**src/rtl/multi_tick_gen.sv**
```systemverilog
// N-channel tick/strobe generator: per-channel run-time period, periodic or one-shot mode,
// glitch-free period updates through a shadow register, shared phase-align restart, divided clock.
module multi_tick_gen #(
  parameter int NUM_CH         = 4,
  parameter int CNT_W          = 22,
  parameter int DEFAULT_PERIOD = 833332,
  localparam int CH_W          = (NUM_CH > 1) ? $clog2(NUM_CH) : 1
) (
  input  logic              clk_50,
  input  logic              rst_n,
  input  logic [NUM_CH-1:0] ch_en,
  input  logic              sync_restart,
  input  logic              cfg_valid,
  output logic              cfg_ready,
  input  logic [CH_W-1:0]   cfg_ch,
  input  logic [CNT_W-1:0]  cfg_period,
  input  logic              cfg_oneshot,
  output logic [NUM_CH-1:0] tick,
  output logic [NUM_CH-1:0] div_clk,
  output logic [NUM_CH-1:0] busy
);

  typedef enum logic [1:0] {
    ST_IDLE,
    ST_RUN,
    ST_DONE
  } ch_state_t;

  ch_state_t        state_q [NUM_CH];
  ch_state_t        state_d [NUM_CH];
  logic [CNT_W-1:0] cnt_q [NUM_CH];
  logic [CNT_W-1:0] cnt_d [NUM_CH];
  logic [CNT_W-1:0] period_q [NUM_CH];
  logic [CNT_W-1:0] period_d [NUM_CH];
  logic [CNT_W-1:0] shadow_period_q [NUM_CH];
  logic [CNT_W-1:0] shadow_period_d [NUM_CH];

  logic [NUM_CH-1:0] mode_q, mode_d;
  logic [NUM_CH-1:0] shadow_mode_q, shadow_mode_d;
  logic [NUM_CH-1:0] pending_q, pending_d;
  logic [NUM_CH-1:0] tick_q, tick_d;
  logic [NUM_CH-1:0] div_q, div_d;
  logic [NUM_CH-1:0] apply;

  logic rst_sync_q;

  // Reset assertion is immediate; release is held off one edge so the channels first move
  // on the second clk_50 edge after rst_n rises.
  always_ff @(posedge clk_50 or negedge rst_n) begin
    if (!rst_n) begin
      rst_sync_q <= 1'b0;
    end else begin
      rst_sync_q <= 1'b1;
    end
  end

  // Out-of-range channel numbers report ready and their writes fall through unmatched.
  always_comb begin
    cfg_ready = 1'b1;
    for (int i = 0; i < NUM_CH; i++) begin
      if (cfg_ch == CH_W'(i)) begin
        cfg_ready = ~pending_q[i];
      end
    end
  end

  always_comb begin
    tick_d = '0;
    div_d = div_q;
    mode_d = mode_q;
    shadow_mode_d = shadow_mode_q;
    pending_d = pending_q;
    apply = '0;
    for (int i = 0; i < NUM_CH; i++) begin
      state_d[i] = state_q[i];
      cnt_d[i] = cnt_q[i];
      period_d[i] = period_q[i];
      shadow_period_d[i] = shadow_period_q[i];

      if (!ch_en[i]) begin
        state_d[i] = ST_IDLE;
        cnt_d[i] = '0;
        div_d[i] = 1'b0;
        apply[i] = pending_q[i] && (state_q[i] != ST_RUN);
      end else if (sync_restart) begin
        state_d[i] = ST_RUN;
        cnt_d[i] = '0;
        apply[i] = pending_q[i];
      end else begin
        case (state_q[i])
          ST_IDLE: begin
            state_d[i] = ST_RUN;
            cnt_d[i] = '0;
            apply[i] = pending_q[i];
          end
          ST_RUN: begin
            if (cnt_q[i] == period_q[i]) begin
              cnt_d[i] = '0;
              tick_d[i] = 1'b1;
              div_d[i] = ~div_q[i];
              apply[i] = pending_q[i];
              if (mode_q[i]) begin
                state_d[i] = ST_DONE;
              end
            end else begin
              cnt_d[i] = cnt_q[i] + CNT_W'(1);
            end
          end
          ST_DONE: begin
            apply[i] = pending_q[i];
          end
          default: begin
            state_d[i] = ST_IDLE;
          end
        endcase
      end

      // Period and mode only ever change together at a wrap or restart boundary.
      if (apply[i]) begin
        period_d[i] = shadow_period_q[i];
        mode_d[i] = shadow_mode_q[i];
        pending_d[i] = 1'b0;
      end

      if (cfg_valid && (cfg_ch == CH_W'(i)) && !pending_q[i]) begin
        shadow_period_d[i] = cfg_period;
        shadow_mode_d[i] = cfg_oneshot;
        pending_d[i] = 1'b1;
      end
    end
  end

  always_ff @(posedge clk_50 or negedge rst_n) begin
    if (!rst_n) begin
      for (int i = 0; i < NUM_CH; i++) begin
        state_q[i] <= ST_IDLE;
        cnt_q[i] <= '0;
        period_q[i] <= CNT_W'(DEFAULT_PERIOD);
        shadow_period_q[i] <= CNT_W'(DEFAULT_PERIOD);
      end
      mode_q <= '0;
      shadow_mode_q <= '0;
      pending_q <= '0;
      tick_q <= '0;
      div_q <= '0;
    end else if (rst_sync_q) begin
      for (int i = 0; i < NUM_CH; i++) begin
        state_q[i] <= state_d[i];
        cnt_q[i] <= cnt_d[i];
        period_q[i] <= period_d[i];
        shadow_period_q[i] <= shadow_period_d[i];
      end
      mode_q <= mode_d;
      shadow_mode_q <= shadow_mode_d;
      pending_q <= pending_d;
      tick_q <= tick_d;
      div_q <= div_d;
    end
  end

  always_comb begin
    busy = '0;
    for (int i = 0; i < NUM_CH; i++) begin
      busy[i] = (state_q[i] == ST_RUN);
    end
  end

  assign tick = tick_q;
  assign div_clk = div_q;

endmodule
```
**config.mk**
```make
export PLATFORM = sky130hd
export DESIGN_NAME = multi_tick_gen
export DESIGN_NICKNAME = d
export VERILOG_FILES = /design/src/rtl/multi_tick_gen.sv
export SDC_FILE = /design/constraint.sdc
export NUM_CORES = 1
export LEC_CHECK = 0
export CAP_MARGIN = 15
export CORE_MARGIN = 1.5
export CORE_UTILIZATION = 45
export DETAILED_ROUTE_END_ITERATION = 7
export DONT_BUFFER_PORTS = 1
export GPL_ROUTABILITY_DRIVEN = 0
export GPL_TIMING_DRIVEN = 0
export HOLD_SLACK_MARGIN = 0.05
export SYNTH_ARGS = -nofsm -noshare
export SYNTH_HDL_FRONTEND = slang
export SYNTH_SLANG_ARGS = --single-unit
```
**constraint.sdc**
```tcl
create_clock -name clk_50 -period 1.9 [get_ports clk_50]
set_input_delay 0.38 -clock clk_50 [delete_from_list [all_inputs] [get_ports clk_50]]
set_output_delay 0.38 -clock clk_50 [all_outputs]
set_load 0.05 [all_outputs]
```
### Word-level counts from Yosys, hierarchy flattened

Index checks and enable logic that the tools add are counted.

| storage, ports and cells | value |
|---|---|
| bits in registers | 293 |
| input port bits | 33 |
| output and inout port bits | 13 |
| word-level logic and storage cells | 242 |

| cells by class | value |
|---|---|
| add/sub/neg operators | 4 |
| equality and inequality tests | 47 |
| multiplexer cells | 96 |
| bitwise logic cells | 8 |
| reduce and logical (&&, ||, !) cells | 53 |

Operators with widths:

| cell | number |
|---|---|
| $mux 22 | 12 |
| $pmux 22 s2 | 4 |
| $add 22x1->22 const B | 4 |
| $eq 22x22->1 | 4 |
| $mux 1 | 56 |
| $mux 2 | 16 |
| $ne 4x3->1 const B | 8 |
| $reduce_and 2->1 | 16 |
| $reduce_and 4->1 | 8 |
| $ne 2x1->1 const B | 12 |
| $pmux 2 s3 | 4 |
| $ne 4x1->1 const B | 4 |
| $eq 2x2->1 const B | 6 |
| $logic_and 1x1->1 | 12 |
| $ne 3x3->1 const B | 4 |
| $eq 2x1->1 const B | 5 |
| $logic_not 2->1 | 5 |
| $ne 2x2->1 const B | 4 |
| $not 1->1 | 8 |
| $pmux 1 s2 | 4 |
| $reduce_bool 2->1 | 4 |
| $reduce_or 2->1 | 4 |
| $logic_not 1->1 | 4 |

### Longest topological paths before layout

| depth | value |
|---|---|
| depth after elaboration | 7 |
| depth in mapped cells | 8 |
| mapped depth without buffers | 6 |

### Worst setup path before layout

Ideal clock, no wire load.

| timing path | value |
|---|---|
| kind | register -> register |
| start point | reg period_q[49] (netlist bit) |
| end point | reg period_q[50] (netlist bit) |
| library setup time | 0.125 ns |
| data arrival time | 1.987 ns |
| data required time | 1.775 ns |
| setup slack | -0.212 ns |
| stages on the path, launching flop included | 8 |
| path buffers | 2 |
| path through | dfstp_2 xor2_1 nor4_2 nand4_2 o41a_1 buf_6 buf_12 mux2_4 |

| between the ends | value |
|---|---|
| longest elaborated chain between the ends | 6 |

RTL lines:

| what | line | text |
|---|---|---|
| start, declared | 33 | `logic [CNT_W-1:0] period_q [NUM_CH];` |
| start signal, assigned by index | 138 | `period_q[i] <= CNT_W'(DEFAULT_PERIOD);` |
| start signal, assigned by index | 150 | `period_q[i] <= period_d[i];` |
| $eq 22x22->1 | 97 | `if (cnt_q[i] == period_q[i]) begin` |
| $mux 1 | 97 |  |
| $pmux 1 s2 | 90 | `case (state_q[i])` |
| $mux 1 | 85 | `end else if (sync_restart) begin` |
| $mux 1 | 80 | `if (!ch_en[i]) begin` |
| $reduce_and 2->1 (no line) | -- |  |

No other way between the ends.
A chain may end at the register's enable or synchronous reset.

### Worst setup path after layout

| timing path | value |
|---|---|
| start point | reg period_q[52] (netlist bit) |
| end point | reg period_q[50] (netlist bit) |

The elaborated chain is that of the path after synthesis.

==> results by group <==
Pwr
  • Total Power: 22.20 mW
  • Sw Ratio: 27.47%
  • Reg power frac: between 40% and 50%
  • Power density over the cells: 1275 nW/um2
  • Pleak: between 7 and 8 nW
  • VDD IR-drop max: around 0.00091 V
  • Combinational share of power: a little under a quarter
  • Internal power: 16.10 mW
  • NetSw: 6.098 mW
  • Clock share of power: 29.4%

Yosys
  • Mapped Nets: 1184
  • Synthesized area per cell: about 12 um2
  • FFs w/ async S/R, synth: 100.0%
  • #FFs+latches synth: 293
  • Cells after Synth: around 1100
  • Synth top area share: 37.04%
  • Synth cell types: 51
  • Sequential fraction of the synthesis area: 53.74%
  • Cell Area, Synth: 13850 um2
  • Post-synth EDFFs: 0
  • Ranking of synthesized cells by area: dfrtp_1, dfstp_2, mux2_2, xor2_1, xnor2_1
  • Main synth FF type: dfrtp_1
  • Synthesis Warnings: 0
  • Leading area contributor after synthesis: dfrtp_1

Placed design
  • Worst slack, placed: -0.9941 ns
  • Number of I/O port buffers: 0
  • Final HPWL DP: 21.34 mm
  • Placed cell area: between 10000 and 15000 um2
  • Post-Place Cells: between 1500 and 2000

Clock network
  • TritonCTS Buffers: 34
  • Sink Count: between 200 and 300
  • Hold_buf cts: 24
  • Htree depth: 2
  • Clock slew at reported path FFs: 0.06 ns
  • TritonCTS clock tree: done
  • Deepest clock path buffer count: 3
  • Clock latency at the later pin of the worst-skew pair: ~0.51 ns
  • Root buffer cell: clkbuf_16

Die
  • Die X: ~180 um
  • Starting density of the core: a little under half
  • Placeable Area: between 30000 and 40000 um2
  • Die Y: 178.4 um
  • IO Count: 46
  • Rows: 64
  • Die ar.: around 32000 um2

Setup path
  • Setup Crit Path Kind: register to register
  • Startpoint types: register
  • R2R depth: 7
  • Reg-to-reg critical path startpoint: period_q[52]$_DFFE_PN1P_
  • RR Endpoint: period_q[50]$_DFFE_PN0P_
  • CP Max Fanout: 6
  • R2R Setup Slk: -0.34 ns
  • Worst EP required: 2.28 ns
  • WP data arrival: roughly 2.6 ns
  • Critical Path Sink Type: register

Timing
  • Final Max Tran Viols: 0
  • Final hold violation count: 220
  • Final Cycle Share: 118.0%
  • Top achievable clock speed: about 450 MHz
  • Unrepaired setup endpoints after global routing: yes
  • Relative slew slack: between 20% and 30%
  • Skew final: 0.01627 ns
  • Final WS setup: -0.3421 ns
  • Min Hold Slack: -0.4227 ns
  • Setup Viol. Count Final: 174
  • Measured slew at the worst slew-check pin: between 1 and 1.5 ns
  • Post-route minimum period: 2.242 ns
  • Sum of negative setup slack: -29.99 ns

GRT
  • Largest net degree at the start of global routing: 294
  • GRT Overall Usage: 22.22%
  • Total grt overflow: 0
  • Initial antenna violation count: 5
  • Vias in the first global route: 9180
  • Global-route wire length before repair: 53.63 mm

Cells and area
  • Final #Nets: about 1300
  • Finished Layout Cells: between 1500 and 2000
  • Synthesis-to-layout area growth: 25.74%
  • Commonest non-fill, non-tap cell in the layout: dfrtp_1
  • Layout cells sized above 1: between 40% and 50%
  • Multi-input gate area: 6818 um2
  • Most frequent cells in the layout: dfrtp_1, mux2_2, xor2_1, dfstp_2, nand2_1
  • Filler cell count: 2546
  • Layout Cell Area excl Fill: 17410 um2
  • Register area: 7462 um2

Drt
  • ANT nets after route: 0
  • Vias: between 9000 and 10000
  • Routed len/inst: slightly above 20 um
  • Detailed-route DRC error count: 0
  • DR pass1 iterations: 5
  • Post-Route WL: 34.72 mm
  • Initial drt markers: 634
  • Vias/cell: 5.389

Hold path
  • Worst Hold Class: input port to asynchronous set/reset pin

Run status
  • Violated checks: negative hold slack, negative setup slack
  • Status: finished with violations

Job
  • Max Cap Viol: 0
[cells in the mapped netlist (all sizes together), types with 18 or more instances]
master	count
nand3	34
clkbuf	36
nor2	105
xnor2	74
inv	18
nor4	25
nand2	70
xor2	95
dfstp	88
dfrtp	205
mux2	184
nor3	31
nand4	32
[what timing repair did]
action | in CTS | in global routing
pin swaps | 73 | 55
resized for setup | 162 | 138
cloned | 9 | 5
hold endpoints to repair | 386 | 293
buffers inserted | 36 | 28
setup endpoints to repair | 285 | 244
[how the worst max path moves through the flow]
stage | startpoint | cells after the start | end
final | period_q[52]$_DFFE_PN1P_ | 7 | period_q[50]$_DFFE_PN0P_
after global routing | period_q[70]$_DFFE_PN1P_ | 8 | period_q[87]$_DFFE_PN0P_
after CTS | period_q[79]$_DFFE_PN1P_ | 8 | period_q[72]$_DFFE_PN0P_
after detailed placement | rst_sync_q$_DFF_PN0_ | 6 | cnt_q[41]$_DFFE_PN0P_
after global placement | rst_sync_q$_DFF_PN0_ | 6 | state_q[6]$_DFFE_PN0P_
after floorplan | period_q[62]$_DFFE_PN1P_ | 7 | period_q[50]$_DFFE_PN0P_
[cell type report]
| cell class | count | share of cell area [%] |
|---|---|---|
| timing repair buffer | 96 | 5.827 |
| multi-input combinational | 786 | 39.15 |
| inverter | 18 | 0.4311 |
| antenna | 3 | 0.04311 |
| tap | 396 | 2.845 |
| buffer | 44 | 2.386 |
| clock buffer | 46 | 5.669 |
| clock inverter | 15 | 0.7904 |
| sequential | 293 | 42.85 |
[power by group through the flow]
stage | combinational (mW) | clock [mW] | sequential [mW]
floorplan | 3.76 | 0 | 9.95
global placement | 4.14 | 0 | 10.4
detailed placement | 4.26 | 0 | 10.5
CTS | 4.96 | 6.70 | 10.4
global route | 5.69 | 6.95 | 10.7
finish | 5.27 | 6.52 | 10.4
[logic make-up (layout without fill, tap and decap cells)]
| family | Yosys count | count (layout) | synth area share (%) |
|---|---|---|---|
| AOI/OAI and AO/OA | 63 | 63 | 3.334 |
| xor gates and xnor gates | 169 | 169 | 10.69 |
| adders and majority gates | 4 | 4 | 0.3614 |
| buffers and inverters | 68 | 219 | 2.313 |
| DFF | 293 | 293 | 53.74 |
| muxes | 185 | 185 | 16.15 |
| other | 1 | 4 | 0.02708 |
| and+or+nand+nor | 364 | 364 | 13.38 |
[sequential cells by signal (all words and copies together) (netlist names)]
name and flops:
shadow_period_q 88, cnt_q 88, state_q 8, tick 4
mode_q 4, shadow_mode_q 4, rst_sync_q 1, period_q 88
div_clk 4, pending_q 4
[worst max-delay path: stages (launching register included)]
cell	delay [ns]
dfstp_2	0.56
xor2_2	0.08
nor4_4	0.33
nand4_2	0.20
o41a_1	0.36
buf_6	0.17
buf_12	0.14
mux2_4	0.29
[per-stage QoR]
| stage | utilization (%) | hold WS, ns |
|---|---|---|
| after floorplan | - | 0.08441 |
| after global placement | 47.40 | 0.1011 |
| after detailed placement | 47.40 | 0.1025 |
| after CTS | 55.01 | -0.4383 |
| after global routing | 57.20 | -0.4512 |
| final | 57.22 | -0.4227 |
[routing by layer]
metal,vias up,global-route usage [%],routed length [um]
met5,-,0,27
met4,4,5.764,742
met3,57,5.840,2005
met2,181,34.29,15910
met1,4634,31.00,16040
li1,4269,-,-
Note: power is estimated with default switching activity, not from simulation.
